`src/rtl/i2c_pkg.sv`:
```
// Shared definitions for the I2C command path: arbiter state encoding,
// master command opcodes used by the sensor sequencers, small helpers.
package i2c_pkg;

  typedef enum logic [1:0] {
    S_IDLE  = 2'd0,
    S_OWN   = 2'd1,
    S_FLUSH = 2'd2,
    S_GAP   = 2'd3
  } arb_state_e;

  // Register addresses written as command bytes by the MPU6050 sequencer
  localparam logic [7:0] PWR_MGMT_1   = 8'h6B;
  localparam logic [7:0] ACCEL_XOUT_H = 8'h3B;

  function automatic int unsigned max3_u(input int unsigned a,
                                         input int unsigned b,
                                         input int unsigned c);
    int unsigned m;
    m = a;
    if (b > m) m = b;
    if (c > m) m = c;
    return m;
  endfunction

  // One-hot select for a two-client bus
  function automatic logic [1:0] onehot2(input logic idx);
    return idx ? 2'b10 : 2'b01;
  endfunction

endpackage

```
`src/rtl/i2c_tic_timer.sv`:
```
// Loadable down-counter that only decrements on TIC and holds at zero.
// done_o is high whenever the count is zero.
module i2c_tic_timer #(
  parameter int unsigned W = 10
) (
  input  logic         clk_i,
  input  logic         rst_i,
  input  logic         tic_i,
  input  logic         load_i,
  input  logic [W-1:0] load_val_i,
  output logic         done_o
);

  logic [W-1:0] cnt_q;

  // Load takes priority; otherwise count down on TIC, saturating at zero
  always_ff @(posedge clk_i or posedge rst_i) begin
    if (rst_i) begin
      cnt_q <= '0;
    end else if (load_i) begin
      cnt_q <= load_val_i;
    end else if (tic_i && (cnt_q != '0)) begin
      cnt_q <= cnt_q - W'(1);
    end
  end

  assign done_o = (cnt_q == '0);

endmodule

```
`src/rtl/i2c_cmd_arbiter.sv`:
```
// Two-client arbiter for the single I2C master command port.
// Round-robin grant held for a whole transaction, TIC-based watchdog that
// force-resets the master and reclaims the bus, and an idle gap between owners.
module i2c_cmd_arbiter
  import i2c_pkg::*;
#(
  parameter int unsigned WDOG_TICS = 1023,
  parameter int unsigned GAP_TICS  = 2,
  parameter int unsigned SRST_TICS = 4
) (
  input  logic        MCLK,
  input  logic        RST,
  input  logic        TIC,
  input  logic [1:0]  REQ,
  output logic [1:0]  GNT,
  input  logic [15:0] C_DOUT,
  input  logic [1:0]  C_WE,
  input  logic [1:0]  C_RD,
  input  logic [1:0]  C_SRST,
  output logic [1:0]  C_QUEUED,
  output logic [1:0]  C_NACK,
  output logic [1:0]  C_STOP,
  output logic [1:0]  C_DATA_VALID,
  output logic [7:0]  C_DIN,
  output logic [1:0]  TIMEOUT,
  output logic [7:0]  M_DOUT,
  output logic        M_WE,
  output logic        M_RD,
  output logic        M_SRST,
  input  logic        M_QUEUED,
  input  logic        M_NACK,
  input  logic        M_STOP,
  input  logic        M_DATA_VALID,
  input  logic [7:0]  M_DIN
);

  localparam int unsigned CW = $clog2(max3_u(WDOG_TICS, GAP_TICS, SRST_TICS) + 1);
  localparam logic [CW-1:0] WDOG_LD = CW'(WDOG_TICS);
  localparam logic [CW-1:0] GAP_LD  = CW'(GAP_TICS);
  localparam logic [CW-1:0] SRST_LD = CW'(SRST_TICS);

  arb_state_e    state_q;
  logic          owner_q;
  logic          last_q;
  logic [1:0]    gnt_q;
  logic [1:0]    timeout_q;

  logic          progress;
  logic          expire;
  logic          winner;
  logic          tmr_load;
  logic [CW-1:0] tmr_val;
  logic          tmr_done;

  assign progress = M_QUEUED | M_NACK | M_STOP | M_DATA_VALID;
  // On contention the client that did not own the bus last time wins
  assign winner   = (REQ == 2'b11) ? ~last_q : REQ[1];
  // Expiry outranks a simultaneous REQ drop; a progress event rescues the owner
  assign expire   = (state_q == S_OWN) && tmr_done && !progress;

  // One timer serves watchdog, flush and gap; pick what to load on each transition
  always_comb begin
    tmr_load = 1'b0;
    tmr_val  = '0;
    unique case (state_q)
      S_IDLE: begin
        if (REQ != 2'b00) begin
          tmr_load = 1'b1;
          tmr_val  = WDOG_LD;
        end
      end
      S_OWN: begin
        if (expire) begin
          tmr_load = 1'b1;
          tmr_val  = SRST_LD;
        end else if (!REQ[owner_q]) begin
          tmr_load = 1'b1;
          tmr_val  = GAP_LD;
        end else if (progress) begin
          tmr_load = 1'b1;
          tmr_val  = WDOG_LD;
        end
      end
      S_FLUSH: begin
        if (tmr_done) begin
          tmr_load = 1'b1;
          tmr_val  = GAP_LD;
        end
      end
      S_GAP: begin
        tmr_load = 1'b0;
      end
      default: begin
        tmr_load = 1'b0;
      end
    endcase
  end

  i2c_tic_timer #(
    .W (CW)
  ) u_timer (
    .clk_i      (MCLK),
    .rst_i      (RST),
    .tic_i      (TIC),
    .load_i     (tmr_load),
    .load_val_i (tmr_val),
    .done_o     (tmr_done)
  );

  // Arbitration state machine with registered grant and timeout pulse
  always_ff @(posedge MCLK or posedge RST) begin
    if (RST) begin
      state_q   <= S_IDLE;
      owner_q   <= 1'b0;
      last_q    <= 1'b1;
      gnt_q     <= '0;
      timeout_q <= '0;
    end else begin
      timeout_q <= '0;
      unique case (state_q)
        S_IDLE: begin
          if (REQ != 2'b00) begin
            owner_q <= winner;
            gnt_q   <= onehot2(winner);
            state_q <= S_OWN;
          end
        end
        S_OWN: begin
          if (expire) begin
            gnt_q     <= '0;
            timeout_q <= onehot2(owner_q);
            last_q    <= owner_q;
            state_q   <= S_FLUSH;
          end else if (!REQ[owner_q]) begin
            gnt_q   <= '0;
            last_q  <= owner_q;
            state_q <= S_GAP;
          end
        end
        S_FLUSH: begin
          if (tmr_done) state_q <= S_GAP;
        end
        S_GAP: begin
          if (tmr_done) state_q <= S_IDLE;
        end
        default: begin
          state_q <= S_IDLE;
        end
      endcase
    end
  end

  assign GNT     = gnt_q;
  assign TIMEOUT = timeout_q;

  // Route command/status between the master and the current owner only
  always_comb begin
    M_DOUT       = '0;
    M_WE         = 1'b0;
    M_RD         = 1'b0;
    M_SRST       = 1'b0;
    C_QUEUED     = '0;
    C_NACK       = '0;
    C_STOP       = '0;
    C_DATA_VALID = '0;
    C_DIN        = '0;
    unique case (state_q)
      S_OWN: begin
        M_DOUT                = owner_q ? C_DOUT[15:8] : C_DOUT[7:0];
        // Gating strobes with REQ blanks them already in the release cycle
        M_WE                  = C_WE[owner_q] & REQ[owner_q];
        M_RD                  = C_RD[owner_q] & REQ[owner_q];
        M_SRST                = C_SRST[owner_q];
        C_QUEUED[owner_q]     = M_QUEUED;
        C_NACK[owner_q]       = M_NACK;
        C_STOP[owner_q]       = M_STOP;
        C_DATA_VALID[owner_q] = M_DATA_VALID;
        C_DIN                 = M_DIN;
      end
      S_FLUSH: begin
        M_SRST = 1'b1;
      end
      default: begin
        M_SRST = 1'b0;
      end
    endcase
  end

endmodule

```
`config.mk`:
```
export PLATFORM = sky130hd
export DESIGN_NAME = i2c_cmd_arbiter
export DESIGN_NICKNAME = d
export VERILOG_FILES = /design/src/rtl/i2c_pkg.sv /design/src/rtl/i2c_tic_timer.sv /design/src/rtl/i2c_cmd_arbiter.sv
export SDC_FILE = /design/constraint.sdc
export NUM_CORES = 1
export LEC_CHECK = 0
export BUFFER_PORTS_ARGS = -buffer_cell sky130_fd_sc_hd__buf_2
export CAP_MARGIN = 20
export CORE_ASPECT_RATIO = 0.8
export CORE_MARGIN = 2
export CORE_UTILIZATION = 53
export CTS_BUF_LIST = sky130_fd_sc_hd__clkbuf_2
export DETAILED_ROUTE_END_ITERATION = 16
export PLACE_DENSITY = 0.88
export SYNTH_ARGS = -nofsm -noshare
export SYNTH_HDL_FRONTEND = slang
export SYNTH_SLANG_ARGS = --single-unit
```
`constraint.sdc`:
```
create_clock -name MCLK -period 5.25 [get_ports MCLK]
set_input_delay 1.3125 -clock MCLK [delete_from_list [all_inputs] [get_ports MCLK]]
set_output_delay 1.3125 -clock MCLK [all_outputs]
set_load 0.01 [all_outputs]
```
==> results.sh <==
export IMPL_syn_nets=216
export IMPL_synthFlopType="dfrtp_1"
export IMPL_critPathCaptureType="primary output"
export IMPL_r2r_start="owner_q$_DFFE_PP0P_"
export IMPL_avgSynthCellArea_um2=9.20
export IMPL_r2r_cells=5
export IMPL_h_tree_depth=1
export IMPL_status="complete, no violations"
export IMPL_numCtsBuffers=3
export IMPL_post_cts_buffers=0
export IMPL_fmax_mhz=282
export IMPL_drc=0
export IMPL_cts_buffer_depth=2
export IMPL_synth_seq_area_share_pct=28.7
export IMPL_ys_warnings_count=0
export IMPL_grt_use_total_pct=25.0
export IMPL_irDropWorstVdd_mv=0.314
export IMPL_core_area_um2=2790
export IMPL_gr_total_overflow=0
export IMPL_crit_end="C_DATA_VALID[0]"
export IMPL_dieHeight_um=52.7
export IMPL_p_leak_nw=1.04
export IMPL_rsz0062_at_grt="no"
export IMPL_start_kind="register"
export IMPL_crit_type="reg -> out"
export IMPL_synthCells=171
export IMPL_vias_per_cell=5.63
export IMPL_hold_class="reg -> reg"
export IMPL_fin_util_pct=70.2
export IMPL_worst_pin_slew_ns=0.902
export IMPL_finalSetupTns_ns=0
export IMPL_synth_commonest_cells="dfrtp_1 (17), nor2_1 (15), and2_1 (12)"
export IMPL_grt_pass1_vias=1465
export IMPL_path_max_fanout=33
export IMPL_layout_drive_gt1_share_pct=38.4
export IMPL_num_vias=1548
export IMPL_ys_async_sr_fraction_pct=100
export IMPL_die_w_um=64.9
export IMPL_max_cap_violations=0
export IMPL_dp_cells=271
export IMPL_grt_first_pass_wirelength_um=6620
export IMPL_clk_pin_slew_ns=0.15
export IMPL_cp_data_required_time_ns=3.94
export IMPL_dp_hpwl_um=3160
export IMPL_antenna_found_initial=0
export IMPL_root_buffer="clkbuf_2"
export IMPL_r2r_end="u_timer.cnt_q[5]$_DFFE_PP0P_"
export IMPL_crit_chain="inv_1, ha_1, nor2b_1, and2_1, buf_2"
export IMPL_hold_viol=0
export IMPL_area_delta_synth_final_pct=24.3
export IMPL_grt_max_degree=34
export IMPL_drt_iter0_markers=137
export IMPL_start_util_pct=56.4
export IMPL_crit_arrival_ns=2.24
export IMPL_yosysMostFrequentCell="dfrtp_1"
export IMPL_synthDistinctLibCells=53
export IMPL_dr_pass1_iters=5
export IMPL_max_stage_delay_ns=0.75
export IMPL_finalCritPeriodShare_pct=67.7
export IMPL_hold_slack_ns=0.517
export IMPL_fillers=232
export IMPL_diodes=0
export IMPL_place_area_um2=1940
export IMPL_rows=17
export IMPL_postCtsHoldBufs=0
export IMPL_slew_headroom_pct=39.8
export IMPL_cp_startpoint="state_q[1]$_DFFE_PP0P_"
export IMPL_detail_route_antenna_nets=0
export IMPL_portBuffers=69
export IMPL_finalClockSkew_ns=0.0222
export IMPL_clkSinkCount=18
export IMPL_insertion_delay_ns=0.31
export IMPL_ys_seq_elements=18
export IMPL_fin_crit_ns=3.55
export IMPL_final_cells=275
export IMPL_yosys_area_top_type="dfrtp_1"
export IMPL_wire_per_inst_um=14.5
export IMPL_cts_tree="built"
export IMPL_synth_edf_count=0
export IMPL_cts_resized=0
export IMPL_die_area_um2=3420
export IMPL_syn_area_um2=1570
export IMPL_wl_um=3990
export IMPL_rrSetupSlack_ns=2.75
export IMPL_setup_viol=0
export IMPL_final_area_um2=1960
export IMPL_place_congestion=0.900
export IMPL_yosys_top_cells_area="dfrtp_1 (27%), mux2i_1 (6.4%), and2_1 (4.8%)"
export IMPL_cp_slowest_cell="ha_1"
export IMPL_power_density_nw_per_um2=548
export IMPL_io_pins=70
export IMPL_report_final_slew_viol_count=0
export IMPL_nNetsFinal=283
export IMPL_synth_top_area_share_pct=27.0
==> routing by layer <==
| metal | vias up | track usage, % | wire length [µm] |
|---|---|---|---|
| met5 | - | 0 | 0 |
| met2 | 35 | 46.4 | 2120 |
| met1 | 745 | 30.9 | 1680 |
| li1 | 763 | - | - |
| met4 | 0 | 3.90 | 14 |
| met3 | 5 | 4.73 | 179 |
==> flip-flops by register name, indices dropped and copies added (netlist names) <==
register	flops
TIMEOUT	2
state_q	2
u_timer.cnt_q	10
GNT	2
owner_q	1
last_q	1
==> critical path, delay by kind of cell (launching register included) <==
family                   cells  cell delay (ns)
AND/OR/NAND/NOR              2             0.50
adder cells (fa/ha/maj)      1             0.75
flip-flops                   1             0.46
buffers and inverters        2             0.23
==> placed cells by master (no fill, tap or decap), drive strengths merged, types with 2 or more instances in the layout <==
master  instances
a21o            2
o22a            3
a211oi          2
nand4           2
nor3b           2
and3            7
or4             3
nand3           3
o31ai           3
nor2b          11
and2           12
mux2            4
inv             9
o21ai          12
a21oi           5
o211a           4
dfrtp          17
nor3            2
nor2           15
nand2           6
buf            69
clkbuf          3
nor4            3
or3             2
ha              6
a221o           2
o2111a          2
mux2i          10
==> stage by stage <==
step	setup WS, ns	power [mW]
finish	1.70	1.07
detailed placement	1.82	1.01
global placement	1.85	0.985
CTS	1.68	1.07
floorplan	2.10	0.833
global route	1.47	1.17
==> logic make-up (layout without fill, tap and decap cells) <==
group,Yosys count,count (layout),synth area share [%]
compound gates,44,44,23.2
xor+xnor,1,1,0.557
fa+ha+maj,6,6,4.77
buf+inv,16,82,3.98
flops,18,18,28.7
mux,14,14,9.71
simple gates,72,72,29.1
==> final cells by class <==
cell class,instances,area [µm²],area share [%]
Timing Repair Buffer,69,345,17.7
Sequential cell,18,452,23.1
Inverter,9,33.8,1.73
Clock inverter,1,3.75,0.192
Multi-Input combinational cell,137,1060,54.1
Tap cell,38,47.5,2.43
Clock buffer,3,15.0,0.768
==> how the worst min path moves through the flow <==
stage	startpoint	to	cells past startpoint	slack (ns)
6_report	GNT[0]$_DFFE_PP0P_	GNT[0]$_DFFE_PP0P_	1	0.52
5_1_grt	GNT[0]$_DFFE_PP0P_	GNT[0]$_DFFE_PP0P_	1	0.54
3_5_place_dp	GNT[0]$_DFFE_PP0P_	GNT[0]$_DFFE_PP0P_	1	0.49
4_1_cts	GNT[0]$_DFFE_PP0P_	GNT[0]$_DFFE_PP0P_	1	0.53
2_1_floorplan	last_q$_DFFE_PP1P_	last_q$_DFFE_PP1P_	2	0.47
3_3_place_gp	GNT[0]$_DFFE_PP0P_	GNT[0]$_DFFE_PP0P_	1	0.47
==> power breakdown <==
| part | leakage, nW | internal [mW] | switching [mW] |
|---|---|---|---|
| clock | 0.0140 | 0.0165 | 0.0426 |
| sequential | 0.226 | 0.201 | 0.0988 |
| combinational | 0.798 | 0.347 | 0.366 |
No activity file was read; power rests on OpenSTA's default activity.
